--- src/rtl/bpred_pkg.sv ---
// Shared gshare predictor types: branch queue entry, index hash and 2-bit counter encodings.
// Index fields are sized to BPRED_MAX_W; users keep the low BPRED_WIDTH bits.
package bpred_pkg;

  localparam int BPRED_WIDTH_DEF = 10;
  localparam int BPRED_MAX_W     = 16;

  typedef logic [BPRED_MAX_W-1:0] bpred_idx_t;

  typedef struct packed {
    bpred_idx_t index;
    logic       predicted;
  } bq_entry_t;

  // 2-bit saturating counter states, MSB is the predicted direction
  typedef enum logic [1:0] {
    STRONGLY_NOT_TAKEN = 2'b00,
    WEAKLY_NOT_TAKEN   = 2'b01,
    WEAKLY_TAKEN       = 2'b10,
    STRONGLY_TAKEN     = 2'b11
  } ctr_state_t;

  function automatic bpred_idx_t bpred_hash(input bpred_idx_t pc_bits, input bpred_idx_t ghr);
    return pc_bits ^ ghr;
  endfunction

endpackage

--- src/rtl/branch_queue.sv ---
// In-order FIFO of predicted branches awaiting resolution; head is visible combinationally.
// Push is refused while full even with a same-cycle pop; flush empties the queue in one edge.
module branch_queue
  import bpred_pkg::*;
#(
  parameter int DEPTH = 4
) (
  input  logic      i_Clk,
  input  logic      i_Reset,
  input  logic      push,
  input  bq_entry_t push_dat,
  input  logic      pop,
  input  logic      flush,
  output logic      full,
  output logic      empty,
  output bq_entry_t head
);

  localparam int PTR_W = (DEPTH > 1) ? $clog2(DEPTH) : 1;
  localparam int CNT_W = $clog2(DEPTH) + 1;

  bq_entry_t        mem [DEPTH];
  logic [PTR_W-1:0] wr_ptr;
  logic [PTR_W-1:0] rd_ptr;
  logic [CNT_W-1:0] count;
  logic             push_ok;
  logic             pop_ok;

  assign full    = (count == CNT_W'(DEPTH));
  assign empty   = (count == '0);
  assign push_ok = push && !full;
  assign pop_ok  = pop && !empty;
  assign head    = mem[rd_ptr];

  // Power-of-two depth lets the pointers wrap by plain overflow
  always_ff @(posedge i_Clk or posedge i_Reset) begin
    if (i_Reset) begin
      wr_ptr <= '0;
      rd_ptr <= '0;
      count  <= '0;
    end else if (flush) begin
      wr_ptr <= '0;
      rd_ptr <= '0;
      count  <= '0;
    end else begin
      if (push_ok) wr_ptr <= wr_ptr + PTR_W'(1);
      if (pop_ok)  rd_ptr <= rd_ptr + PTR_W'(1);
      count <= count + CNT_W'(push_ok) - CNT_W'(pop_ok);
    end
  end

  always_ff @(posedge i_Clk) begin
    if (push_ok && !flush) mem[wr_ptr] <= push_dat;
  end

endmodule

--- src/rtl/branch_history_unit.sv ---
// gshare front end: PC^GHR lookup index, in-flight branch queue, GHR repair on mispredict/flush.
// Index is combinational; table update pulses one cycle after resolution (never back-to-back); fetch stalls on o_Queue_Full.
module branch_history_unit
  import bpred_pkg::*;
#(
  parameter int BPRED_WIDTH = BPRED_WIDTH_DEF,
  parameter int PC_WIDTH    = 32,
  parameter int QUEUE_DEPTH = 4
) (
  input  logic                   i_Clk,
  input  logic                   i_Reset,
  input  logic                   i_Fetch_Branch,
  input  logic [PC_WIDTH-1:0]    i_Fetch_PC,
  output logic [BPRED_WIDTH-1:0] o_Index,
  input  logic                   i_Prediction,
  output logic                   o_Queue_Full,
  input  logic                   i_ALU_Branch_Valid,
  input  logic                   i_ALU_Branch_Outcome,
  input  logic                   i_Flush,
  output logic                   o_Update_Valid,
  output logic [BPRED_WIDTH-1:0] o_Resolution_Index,
  output logic                   o_Update_Outcome,
  output logic                   o_Mispredict
);

  logic [BPRED_WIDTH-1:0] spec_ghr;
  logic [BPRED_WIDTH-1:0] commit_ghr;
  logic [BPRED_WIDTH-1:0] commit_ghr_nxt;
  logic [BPRED_WIDTH-1:0] head_index;

  bpred_idx_t pc_bits_ext;
  bpred_idx_t hash_ext;
  bq_entry_t  push_dat;
  bq_entry_t  head;

  logic q_empty;
  logic resolve;
  logic mispredict;
  logic squash;
  logic accept;

  logic                   pend_vld;
  logic [BPRED_WIDTH-1:0] pend_index;
  logic                   pend_outcome;
  logic                   pend_misp;
  logic                   emit_pend;
  logic                   emit_new;
  logic                   park_new;

  assign pc_bits_ext = bpred_idx_t'(i_Fetch_PC[BPRED_WIDTH+1:2]);
  assign hash_ext    = bpred_hash(pc_bits_ext, bpred_idx_t'(spec_ghr));
  assign o_Index     = hash_ext[BPRED_WIDTH-1:0];
  assign head_index  = head.index[BPRED_WIDTH-1:0];

  if (BPRED_WIDTH < BPRED_MAX_W) begin : g_idx_pad
    logic unused_idx_hi;
    assign unused_idx_hi = ^{hash_ext[BPRED_MAX_W-1:BPRED_WIDTH], head.index[BPRED_MAX_W-1:BPRED_WIDTH]};
  end

  if (PC_WIDTH > BPRED_WIDTH + 2) begin : g_pc_hi
    logic unused_pc_hi;
    assign unused_pc_hi = ^i_Fetch_PC[PC_WIDTH-1:BPRED_WIDTH+2];
  end

  logic unused_pc_lo;
  assign unused_pc_lo = ^i_Fetch_PC[1:0];

  // Mispredict and flush both squash, and either one beats a same-cycle fetch
  assign resolve        = i_ALU_Branch_Valid && !q_empty;
  assign mispredict     = resolve && (i_ALU_Branch_Outcome != head.predicted);
  assign squash         = mispredict || i_Flush;
  assign accept         = i_Fetch_Branch && !o_Queue_Full && !squash;
  assign commit_ghr_nxt = resolve ? {commit_ghr[BPRED_WIDTH-2:0], i_ALU_Branch_Outcome} : commit_ghr;

  assign push_dat.index     = bpred_idx_t'(o_Index);
  assign push_dat.predicted = i_Prediction;

  branch_queue #(
    .DEPTH (QUEUE_DEPTH)
  ) u_queue (
    .i_Clk    (i_Clk),
    .i_Reset  (i_Reset),
    .push     (accept),
    .push_dat (push_dat),
    .pop      (resolve),
    .flush    (squash),
    .full     (o_Queue_Full),
    .empty    (q_empty),
    .head     (head)
  );

  always_ff @(posedge i_Clk or posedge i_Reset) begin
    if (i_Reset) begin
      spec_ghr   <= '0;
      commit_ghr <= '0;
    end else begin
      commit_ghr <= commit_ghr_nxt;
      if (squash) begin
        spec_ghr <= commit_ghr_nxt;
      end else if (accept) begin
        spec_ghr <= {spec_ghr[BPRED_WIDTH-2:0], i_Prediction};
      end
    end
  end

  // A pending update only exists in the cycle after a pulse, so it can always go out next
  assign emit_pend = pend_vld && !o_Update_Valid;
  assign emit_new  = resolve && !o_Update_Valid && !pend_vld;
  assign park_new  = resolve && !emit_new;

  always_ff @(posedge i_Clk or posedge i_Reset) begin
    if (i_Reset) begin
      pend_vld     <= 1'b0;
      pend_index   <= '0;
      pend_outcome <= 1'b0;
      pend_misp    <= 1'b0;
    end else if (park_new) begin
      pend_vld     <= 1'b1;
      pend_index   <= head_index;
      pend_outcome <= i_ALU_Branch_Outcome;
      pend_misp    <= mispredict;
    end else if (emit_pend) begin
      pend_vld     <= 1'b0;
    end
  end

  // Index and outcome only move on a pulse and hold until the next one
  always_ff @(posedge i_Clk or posedge i_Reset) begin
    if (i_Reset) begin
      o_Update_Valid     <= 1'b0;
      o_Mispredict       <= 1'b0;
      o_Resolution_Index <= '0;
      o_Update_Outcome   <= 1'b0;
    end else if (emit_pend) begin
      o_Update_Valid     <= 1'b1;
      o_Mispredict       <= pend_misp;
      o_Resolution_Index <= pend_index;
      o_Update_Outcome   <= pend_outcome;
    end else if (emit_new) begin
      o_Update_Valid     <= 1'b1;
      o_Mispredict       <= mispredict;
      o_Resolution_Index <= head_index;
      o_Update_Outcome   <= i_ALU_Branch_Outcome;
    end else begin
      o_Update_Valid     <= 1'b0;
      o_Mispredict       <= 1'b0;
    end
  end

endmodule

--- config.mk ---
export PLATFORM = sky130hd
export DESIGN_NAME = branch_history_unit
export DESIGN_NICKNAME = d
export VERILOG_FILES = /design/src/rtl/bpred_pkg.sv /design/src/rtl/branch_queue.sv /design/src/rtl/branch_history_unit.sv
export SDC_FILE = /design/constraint.sdc
export NUM_CORES = 1
export LEC_CHECK = 0
export BUFFER_PORTS_ARGS = -buffer_cell sky130_fd_sc_hd__buf_2
export CAP_MARGIN = 30
export CORE_MARGIN = 1
export CORE_UTILIZATION = 61
export CTS_CLUSTER_SIZE = 30
export DETAILED_ROUTE_END_ITERATION = 7
export GPL_TIMING_DRIVEN = 0
export PLACE_DENSITY = 0.92
export SLEW_MARGIN = 15
export SYNTH_ARGS = -nofsm -noshare
export SYNTH_HDL_FRONTEND = slang
export SYNTH_SLANG_ARGS = --single-unit
--- constraint.sdc ---
create_clock -name i_Clk -period 4.4 [get_ports i_Clk]
set_clock_uncertainty 0.1 [all_clocks]
set_input_delay 0.22 -clock i_Clk [delete_from_list [all_inputs] [get_ports i_Clk]]
set_output_delay 0.22 -clock i_Clk [all_outputs]
set_load 0.02 [all_outputs]
== After elaboration in Yosys (flattened, before gate mapping) ==
Memories as Yosys holds them, arrays and structs flattened.
Index checks and enable logic that the tools add are counted.

* Register bits: 53
* Bits in writable memories: 44
* Output and inout bits: 24
* Logic and storage cells: 65
* Memories kept: 1

{| class="wikitable"
|+ Memory list
! name !! words !! bits a word !! read ports !! clocked after memory_dff !! write ports !! RTL line !! text
|-
| u_queue.mem || 4 || 11 || 1 || 0 || 1 || branch_queue.sv:22 || <nowiki>bq_entry_t mem [DEPTH];</nowiki>
|}

* Add/sub/neg operators: 4
* Equality and inequality tests: 2
* Mux-type cells: 20
* Bitwise gates (word level): 1
* Reduce and logical (&&, ||, !) cells: 24

{| class="wikitable"
|+ Operators by type and width
! kind !! number
|-
| 10-bit two-way mux || 5
|-
| 1-bit logical AND || 11
|-
| 1-bit two-way mux || 10
|-
| 2-bit nonzero test || 5
|-
| 10-bit bitwise XOR || 1
|-
| 2-bit two-way mux || 4
|-
| 1-bit logical NOT || 6
|-
| 2-bit by 1-bit adder with 2-bit output, second input constant || 2
|-
| 3-bit by 1-bit adder with 3-bit output || 1
|-
| 3-bit == test, second input constant || 1
|-
| 3-bit logical NOT || 1
|-
| 3-bit two-way mux || 1
|-
| 3-bit by 1-bit subtractor with 3-bit output || 1
|-
| 1-bit logical OR || 1
|-
| 1-bit inequality test || 1
|}

== Logic depth before layout (Yosys ltp) ==
Gate-level depths: netlist (run 1).

* Depth after elaboration: 11
* Mapped depth: 11
* Depth with buffers taken out: 10

== Modules after synthesis ==
A second synthesis (run 1) with hierarchy kept.

* Cells, all modules: 285
* Area, all modules: 5252.5 um^2

{| class="wikitable"
|+ By module, submodules not included
! module !! instances !! cells each !! area an instance (um^2)
|-
| branch_queue || 1 || 138 || 2995.4
|-
| branch_history_unit || 1 || 147 || 2257.2
|}

== Least setup slack after synthesis (run 1) ==
Ideal clock, no wire load.

* Path type: reg2reg
* From: reg u_queue.rd_ptr[0]
* To: reg u_queue.count[2]
* Library setup time: 0.121 ns
* Arrival time: 2.405 ns
* Setup slack: 1.774 ns
* Cell stages (with the launch flop): 12
* Path buffers: 1
* Path through: dfrtp_1 mux4_2 xnor2_2 o21ai_0 buf_2 nor2_1 ha_1 inv_1 fa_1 xor2_1 xnor2_1 nor2_1

* Longest elaborated chain between the ends: 10

{| class="wikitable"
|+ RTL lines
! what !! RTL line !! text
|-
| from (decl) || branch_queue.sv:24 || <nowiki>logic [PTR_W-1:0] rd_ptr;</nowiki>
|-
| from (signal assigned) || branch_queue.sv:47 || <nowiki>if (pop_ok) rd_ptr <= rd_ptr + PTR_W'(1);</nowiki>
|-
| memory 4 x 11 bit * || -- ||
|-
| 1-bit inequality test * || branch_history_unit.sv:70 || <nowiki>assign mispredict = resolve && (i_ALU_Branch_Outcome != head.predicted);</nowiki>
|-
| 1-bit logical AND * || branch_history_unit.sv:70 ||
|-
| 1-bit logical OR * || branch_history_unit.sv:71 || <nowiki>assign squash = mispredict || i_Flush;</nowiki>
|-
| 1-bit logical NOT || branch_history_unit.sv:72 || <nowiki>assign accept = i_Fetch_Branch && !o_Queue_Full && !squash;</nowiki>
|-
| 1-bit logical AND || branch_history_unit.sv:72 ||
|-
| 1-bit logical AND || branch_queue.sv:31 || <nowiki>assign push_ok = push && !full;</nowiki>
|-
| 3-bit by 1-bit adder with 3-bit output || branch_queue.sv:48 || <nowiki>count <= count + CNT_W'(push_ok) - CNT_W'(pop_ok);</nowiki>
|-
| 3-bit by 1-bit subtractor with 3-bit output || branch_queue.sv:48 ||
|-
| 3-bit two-way mux * || branch_queue.sv:41 || <nowiki>end else if (flush) begin</nowiki>
|-
| to (signal assigned) || branch_queue.sv:48 ||
|-
| to (decl) || branch_queue.sv:25 || <nowiki>logic [CNT_W-1:0] count;</nowiki>
|}

Mark *: on every way between the ends. The rest lies on a longest branch, timed or not.
A chain may end at the register's enable or synchronous reset.

== Final worst setup path (run 1) ==
Ends and elaborated chain as after synthesis.

==> results.yml, run 1 <==
outcome:
  status: "complete, but fails checks"
  violations: "design-rule violations"
timing:
  hold_viol: 0
  slew_headroom_pct: 55.9
  fin_crit_ns: 3.01
  slew_violations: 0
  worstMarginPinSlew_ns: 0.661
  fin_crit_sh_pct: 68.3
  tns_ns: 0
  fmax_mhz: 333
  rsz0062_at_grt: "false"
  setup_viol: 0
global_routing:
  grt_antenna_before_repair: 0
  grt_util_all_layers_pct: 24.8
  grt_max_degree: 39
  grt_pass1_vias: 2566
  grt-ovfl-total: 0
  grt_pass1_wl_mm: 13.0
final_layout:
  fin_cells: 431
  areaGrowthSynthToFinish_pct: 13.0
  nets: 395
  final_cell_mix: "dfrtp_1, buf_2, edfxtp_1"
  diodes: 0
  final_common_cell: "dfrtp_1"
  layout-drive-gt1-share_pct: 31.1
floorplan:
  rows: 29
  die_area_um2: 7140
  start_util_pct: 64.3
  core_area_um2: 6460
  fp.dieH_um: 84.5
  die_x_um: 84.5
  num_io_pins: 63
logic_synthesis:
  netlist_area_um2: 4150
  synth_xor_area_share_pct: 3.56
  synth.avg_cell_area_um2: 14.3
  synthMuxAreaShare_pct: 14.1
  synth_seq_area_share_pct: 63.8
  ys_ff_latch: 97
  synth_compound_area_share_pct: 6.75
  synth_fa_ha_area_share_pct: 2.53
  synth_edf_count: 44
  synth_top_family_by_area: "multiplexers"
  synth.distinct_cells: 33
  syn_nets: 337
  synth_simple_gate_area_share_pct: 6.42
  synth_ff_type: "dfrtp_1"
  ys_warn_count: 0
  synthCells: 291
  postSynth.asyncResetShare_pct: 54.6
critical_path:
  r2r_end: "u_queue.count[2]$_DFF_PP0_"
  critPathKind: "reg2reg"
  crit_path_start_kind: "flip-flop"
  r2r_cells: 11
  reg2reg_from: "u_queue.rd_ptr[0]$_DFFE_PP0P_"
  cp.arrival_ns: 3.16
  reg2reg_setup_slack_ns: 1.39
  worstPathRequired_ns: 4.55
  setup.worst_path.end_class: "flip-flop"
  path_max_fanout: 10
placement:
  place_hpwl_mm: 5.70
  globalplace.congestion: 0.815
  dp.cells: 409
  port-buffer-count: 40
detailed_routing:
  drt_iter0_drc: 203
  routed_wirelength_mm: 8.15
  viasPerCell: 5.91
  wl_per_cell_um: 18.9
  num_vias: 2549
  remaining_drc_errors: 4
  ant_nets: 0
  dr.pass1.iters: 6
pwr:
  ir_drop_v: 0.000363
  intPower_mw: 1.99
  comb_power_share_pct: 37.0
  power.density_nw_per_um2: 670
  switching_power_mw: 1.15
  leakagePower_nw: 1.94
  pwr-share-clk_pct: 16.4
  pwr-share-seq_pct: 46.7
  switching_share_pct: 36.6
clocking:
  cts_root_buf: "clkbuf_8"
  clkTransAtPathRegs_ns: 0.09
  clock-sinks: 97
  cts_htree_levels: 3
  cts_made_buffers: 9
  clockBufferDepth: 2
  cts_tree: "done"
  clk_latency_ns: 0.36
  postCtsSetupBuffers: 0
hold_path:
  holdPathEnd: "spec_ghr[0]$_DFFE_PP0P_"
  min_from: "i_Flush"
  worstHoldPathType: "in2reg"
  holdPathStages: 2
flow_run:
  drv_cap: 0
## routing by layer
metal | GRT usage [%] | vias to the layer above | routed length (um)
met5 | 0 | - | 0
met4 | 7.55 | 0 | 150
met3 | 6.78 | 12 | 351
met2 | 41.4 | 69 | 4250
met1 | 32.3 | 1300 | 3410
li1 | - | 1168 | -
## through the flow
step	worst slack [ns]	area [um^2]	hold slack [ns]	power (mW)	utilization, %
2_1_floorplan	1.77	4150	0.219	2.28	-
3_3_place_gp	1.45	4450	0.355	2.56	68.8
3_5_place_dp	1.39	4470	0.0997	2.63	69.2
4_1_cts	1.36	4660	0.0120	3.14	72.1
5_1_grt	1.18	4690	0.00708	3.32	72.6
6_report	1.39	4690	0.0299	3.14	72.6
## how the worst max path moves through the flow
stage / end / startpoint / slack, ns
after global routing: u_queue.count[2]$_DFF_PP0_ / u_queue.rd_ptr[0]$_DFFE_PP0P_ / 1.18
after CTS: u_queue.mem[2][10]$_DFFE_PP_ / u_queue.rd_ptr[0]$_DFFE_PP0P_ / 1.36
final: u_queue.count[2]$_DFF_PP0_ / u_queue.rd_ptr[0]$_DFFE_PP0P_ / 1.39
after global placement: u_queue.mem[0][6]$_DFFE_PP_ / u_queue.rd_ptr[0]$_DFFE_PP0P_ / 1.45
after detailed placement: u_queue.mem[2][6]$_DFFE_PP_ / u_queue.rd_ptr[0]$_DFFE_PP0P_ / 1.39
after floorplan: u_queue.count[2]$_DFF_PP0_ / u_queue.rd_ptr[0]$_DFFE_PP0P_ / 1.77
## sequential cells by signal, indices dropped and copies added, names as in the netlist, 2 cells and up
name	flops
pend_index	10
u_queue.mem	44
o_Resolution_Index	10
u_queue.wr_ptr	2
commit_ghr	10
u_queue.count	3
spec_ghr	10
u_queue.rd_ptr	2
## layout make-up
cell class              count  area [um^2]
inverters                  10         37.5
well taps                  77         96.3
clock inverters             5         31.3
plain buffers              15         81.3
multi-input cells         169         1380
fillers                   413         1770
flip-flops and latches     97         2650
clock buffers              11          141
repair buffers             47          270
## what timing repair did
item | 4_1_cts | 5_1_grt
hold buffers | 2 | 0
gates resized for setup | 0 | 0
endpoints found under the hold margin | 19 | 0
## cell usage after synthesis (2+ instances only)
master | n | area, um^2
dfrtp_1 | 53 | 1330
edfxtp_1 | 44 | 1320
nand2_1 | 32 | 120
nor2_1 | 25 | 93.8
mux2_2 | 21 | 236
a31oi_1 | 19 | 119
xor2_1 | 12 | 105
mux4_2 | 11 | 248
mux2i_1 | 10 | 100
inv_1 | 9 | 33.8
o32ai_1 | 9 | 78.8
clkbuf_1 | 6 | 22.5
ha_1 | 6 | 75.1
buf_2 | 5 | 25.0
o21ai_0 | 5 | 25.0
buf_4 | 3 | 22.5
xnor2_1 | 3 | 26.3
a21oi_1 | 2 | 10.0
nand2b_1 | 2 | 12.5
## power by group through the flow
| stage | clock network (mW) | registers (mW) | logic, mW |
|---|---|---|---|
| final | 0.514 | 1.47 | 1.16 |
| after global routing | 0.567 | 1.50 | 1.25 |
| after CTS | 0.519 | 1.47 | 1.16 |
| after detailed placement | 0 | 1.49 | 1.15 |
| after global placement | 0 | 1.46 | 1.09 |
| after floorplan | 0 | 1.50 | 0.781 |
## worst max-delay path: stages (launching register included)
cell and delay (ns):
dfrtp_1 0.49, mux4_2 0.60, xnor2_2 0.22, o21ai_0 0.17, buf_2 0.23, nor2_1 0.12
ha_1 0.15, inv_1 0.05, fa_1 0.37, xor2_1 0.18, xnor2_1 0.14, nor2_1 0.06
## cells by family (layout without fill, tap and decap cells)
logic type / count (synthesis) / after routing
buffers and inverters: 25 / 88
XOR/XNOR: 16 / 16
adder cells (fa/ha/maj): 8 / 8
flip-flops: 97 / 97
AO/OA/AOI/OAI: 38 / 38
AND/OR/NAND/NOR: 65 / 65
multiplexers: 42 / 42
Note: power is estimated with default switching activity, not from simulation.
==> run 2, diff against run 1 <==
--- a/config.mk
+++ b/config.mk
@@ -5,14 +5,15 @@
 export SDC_FILE = /design/constraint.sdc
 export NUM_CORES = 1
 export LEC_CHECK = 0
+export ABC_AREA = 1
 export BUFFER_PORTS_ARGS = -buffer_cell sky130_fd_sc_hd__buf_2
 export CAP_MARGIN = 30
 export CORE_MARGIN = 1
-export CORE_UTILIZATION = 61
+export CORE_UTILIZATION = 51
 export CTS_CLUSTER_SIZE = 30
 export DETAILED_ROUTE_END_ITERATION = 7
 export GPL_TIMING_DRIVEN = 0
-export PLACE_DENSITY = 0.92
+export PLACE_DENSITY = 0.82
 export SLEW_MARGIN = 15
 export SYNTH_ARGS = -nofsm -noshare
 export SYNTH_HDL_FRONTEND = slang
==> constraint.sdc (replaced) <==
create_clock -name i_Clk -period 2.5 [get_ports i_Clk]
set_clock_uncertainty 0.1 [all_clocks]
set_input_delay 0.125 -clock i_Clk [delete_from_list [all_inputs] [get_ports i_Clk]]
set_output_delay 0.125 -clock i_Clk [all_outputs]
set_load 0.02 [all_outputs]
==> run 2 against run 1 <==
Against the previous run:
- the flow now finishes without violations
- routed wire length rose by 1.7%
- clock power rose by 96%
- final cell count rose by 34%
- fmax rose by 27%
- critical path depth fell by 1
- highest routed layer unchanged
- sequential cell count did not move
- power rose by 77%
- global-route usage fell by 4.4 points
==> results.yml, run 2 <==
pwr:
  switching_share_pct: 39.6
  intPower_mw: 3.36
  leakagePower_nw: 2.18
  power_mw: 5.56
  pwr-share-clk_pct: 18.2
  comb_power_share_pct: 37.4
  switching_power_mw: 2.20
  ir_drop_v: 0.000526
  power.density_nw_per_um2: 1150
  pwr-share-seq_pct: 44.4
detailed_routing:
  drt_iter0_drc: 178
  wl_per_cell_um: 14.4
  remaining_drc_errors: 0
  dr.pass1.iters: 4
  viasPerCell: 5.22
  num_vias: 3007
  routed_wirelength_mm: 8.30
  ant_nets: 0
logic_synthesis:
  synthTopCellsByArea: "dfrtp_1, edfxtp_1, nand2_1, o21ai_0, nand4_1"
  netlist_area_um2: 4190
  synth.avg_cell_area_um2: 10.2
  synth_seq_area_share_pct: 63.2
  synth.distinct_cells: 24
  synth.most_common_cell: "nand2_1"
  synthTopCellsByCount: "nand2_1, dfrtp_1, edfxtp_1, o21ai_0, inv_1"
  synth_edf_count: 44
  postSynth.asyncResetShare_pct: 54.6
  ys_warn_count: 0
  syn_nets: 457
  synth_ff_type: "dfrtp_1"
  yosysTopAreaCellShare_pct: 31.6
  synthCells: 411
  ys_ff_latch: 97
  synth.largest_area_cell: "dfrtp_1"
critical_path:
  cp.arrival_ns: 2.52
  path_max_fanout: 10
  crit_start: "u_queue.count[1]$_DFF_PP0_"
  crit_path_start_kind: "flip-flop"
  worstPathRequired_ns: 2.66
  setup.worst_path.end_class: "flip-flop"
  reg2reg_from: "u_queue.count[1]$_DFF_PP0_"
  critPathKind: "reg2reg"
global_routing:
  grt_max_degree: 33
  grt-ovfl-total: 0
  grt_pass1_wl_mm: 13.2
  grt_pass1_vias: 2795
  grt_util_all_layers_pct: 20.4
  grt_antenna_before_repair: 0
timing:
  worstMarginPinSlew_ns: 0.484
  slew_violations: 0
  fmax_mhz: 422
  layout_setup_ws_ns: 0.133
  slew_headroom_pct: 67.5
  fin_crit_ns: 2.37
  setup_viol: 0
  rsz0062_at_grt: "false"
  hold_viol: 0
  fin_crit_sh_pct: 94.7
floorplan:
  core_area_um2: 7850
  die_x_um: 92.7
  rows: 32
  fp.dieH_um: 92.7
  num_io_pins: 63
  start_util_pct: 53.4
  die_area_um2: 8580
hold_path:
  worstHoldPathType: "in2reg"
  min_from: "i_Fetch_PC[7]"
outcome:
  status: "completed"
clocking:
  clockBufferDepth: 2
  clk_latency_ns: 0.37
  cts_root_buf: "clkbuf_8"
  clkTransAtPathRegs_ns: 0.10
  cts_tree: "done"
  clock-sinks: 97
  cts_made_buffers: 9
  cts_htree_levels: 3
placement:
  port-buffer-count: 40
  globalplace.congestion: 0.837
  pre_cts_ws_ns: 0.0705
  place_hpwl_mm: 6.08
final_layout:
  final_cell_mix: "nand2_1, dfrtp_1, buf_2"
  diodes: 0
  layout-drive-gt1-share_pct: 18.4
  top_register: "u_queue.mem"
  areaGrowthSynthToFinish_pct: 14.8
  final_common_cell: "nand2_1"
  nets: 515
  largest_register_ffs: 44
flow_run:
  drv_cap: 0
==> run 2: cell count changes after synthesis, sizes merged, moves of 21 or more <==
cell | before | now
inv | 10 | 37
mux2 | 21 | 0
o21ai | 5 | 42
nand2 | 33 | 118
nand3 | 1 | 29
nand4 | 0 | 22
==> run 2: area by class of cell <==
| cell class | instances | area, um^2 |
|---|---|---|
| sequential | 97 | 2650 |
| clock buffer | 11 | 131 |
| tap | 102 | 128 |
| multi-input combinational | 256 | 1310 |
| timing repair buffer | 47 | 282 |
| inverter | 37 | 139 |
| fill | 641 | 3040 |
| buffer | 21 | 111 |
| clock inverter | 5 | 61.3 |
==> run 2: path summary, 6_finish.rpt <==
kind | end | slack [ns] | cells past startpoint
min in group asynchronous | pend_index[1]$_DFFE_PP0P_ | 0.22 | 3
hold / removal | u_queue.mem[3][6]$_DFFE_PP_ | 0.01 | 2
setup / recovery | u_queue.count[2]$_DFF_PP0_ | 0.13 | 10
hold reg to reg | o_Resolution_Index[2]$_DFFE_PP0P_ | 0.38 | 2
setup reg to reg | u_queue.count[2]$_DFF_PP0_ | 0.13 | 10
max in group asynchronous | u_queue.count[1]$_DFF_PP0_ | 1.54 | 4
==> run 2: power groups by stage <==
stage	clock, mW	combinational [mW]	sequential (mW)
CTS	1.02	2.08	2.47
global placement	0	1.98	2.47
detailed placement	0	2.06	2.50
floorplan	0	1.39	2.54
finish	1.01	2.08	2.46
global route	1.08	2.35	2.51
==> run 2: timing repair <==
action,in CTS,in global routing
hold buffers,2,0
setup endpoints to repair,0,31
gates resized for setup,0,6
buffers inserted,0,0
endpoints found under the hold margin,26,0
==> run 2: worst max-delay path, stage by stage (launching register included) <==
cell      delay (ns)
dfrtp_1         0.40
inv_1           0.09
a31oi_4         0.30
clkbuf_4        0.29
ha_1            0.24
inv_1           0.06
ha_1            0.13
inv_1           0.05
fa_1            0.37
xnor2_1         0.16
nor2_1          0.06
==> run 2: kinds of logic (layout without fill, tap and decap cells) <==
| kind of cell | Yosys count | in the layout | synth area share, % |
|---|---|---|---|
| DFF | 97 | 97 | 63.2 |
| AOI/OAI and AO/OA | 59 | 59 | 7.73 |
| xor gates and xnor gates | 11 | 11 | 2.30 |
| and+or+nand+nor | 179 | 179 | 18.6 |
| adders and majority gates | 7 | 7 | 2.27 |
| buffers and inverters | 58 | 121 | 5.91 |
==> run 2: through the flow <==
stage / utilization [%] / cells / setup TNS, ns / hold WS, ns / instance area, um^2
finish: 61.3 / 576 / 0 / 0.0125 / 4810
global placement: 57.6 / 553 / -6.51 / 0.281 / 4520
floorplan: - / 411 / 0 / 0.124 / 4190
global route: 61.3 / 576 / 0 / 0.0128 / 4810
detailed placement: 58.4 / 558 / 0 / 0.0659 / 4580
CTS: 61.1 / 576 / 0 / 0.00425 / 4790
==> run 2: metal layers <==
layer | vias to the layer above | wire length, um | part of all wire (%) | global-route usage (%)
li1 | 1496 | - | - | -
met5 | - | 0 | 0 | 0
met1 | 1415 | 3530 | 42 | 26.0
met2 | 84 | 4140 | 50 | 34.0
met3 | 12 | 487 | 5.9 | 3.86
met4 | 0 | 146 | 1.8 | 9.23
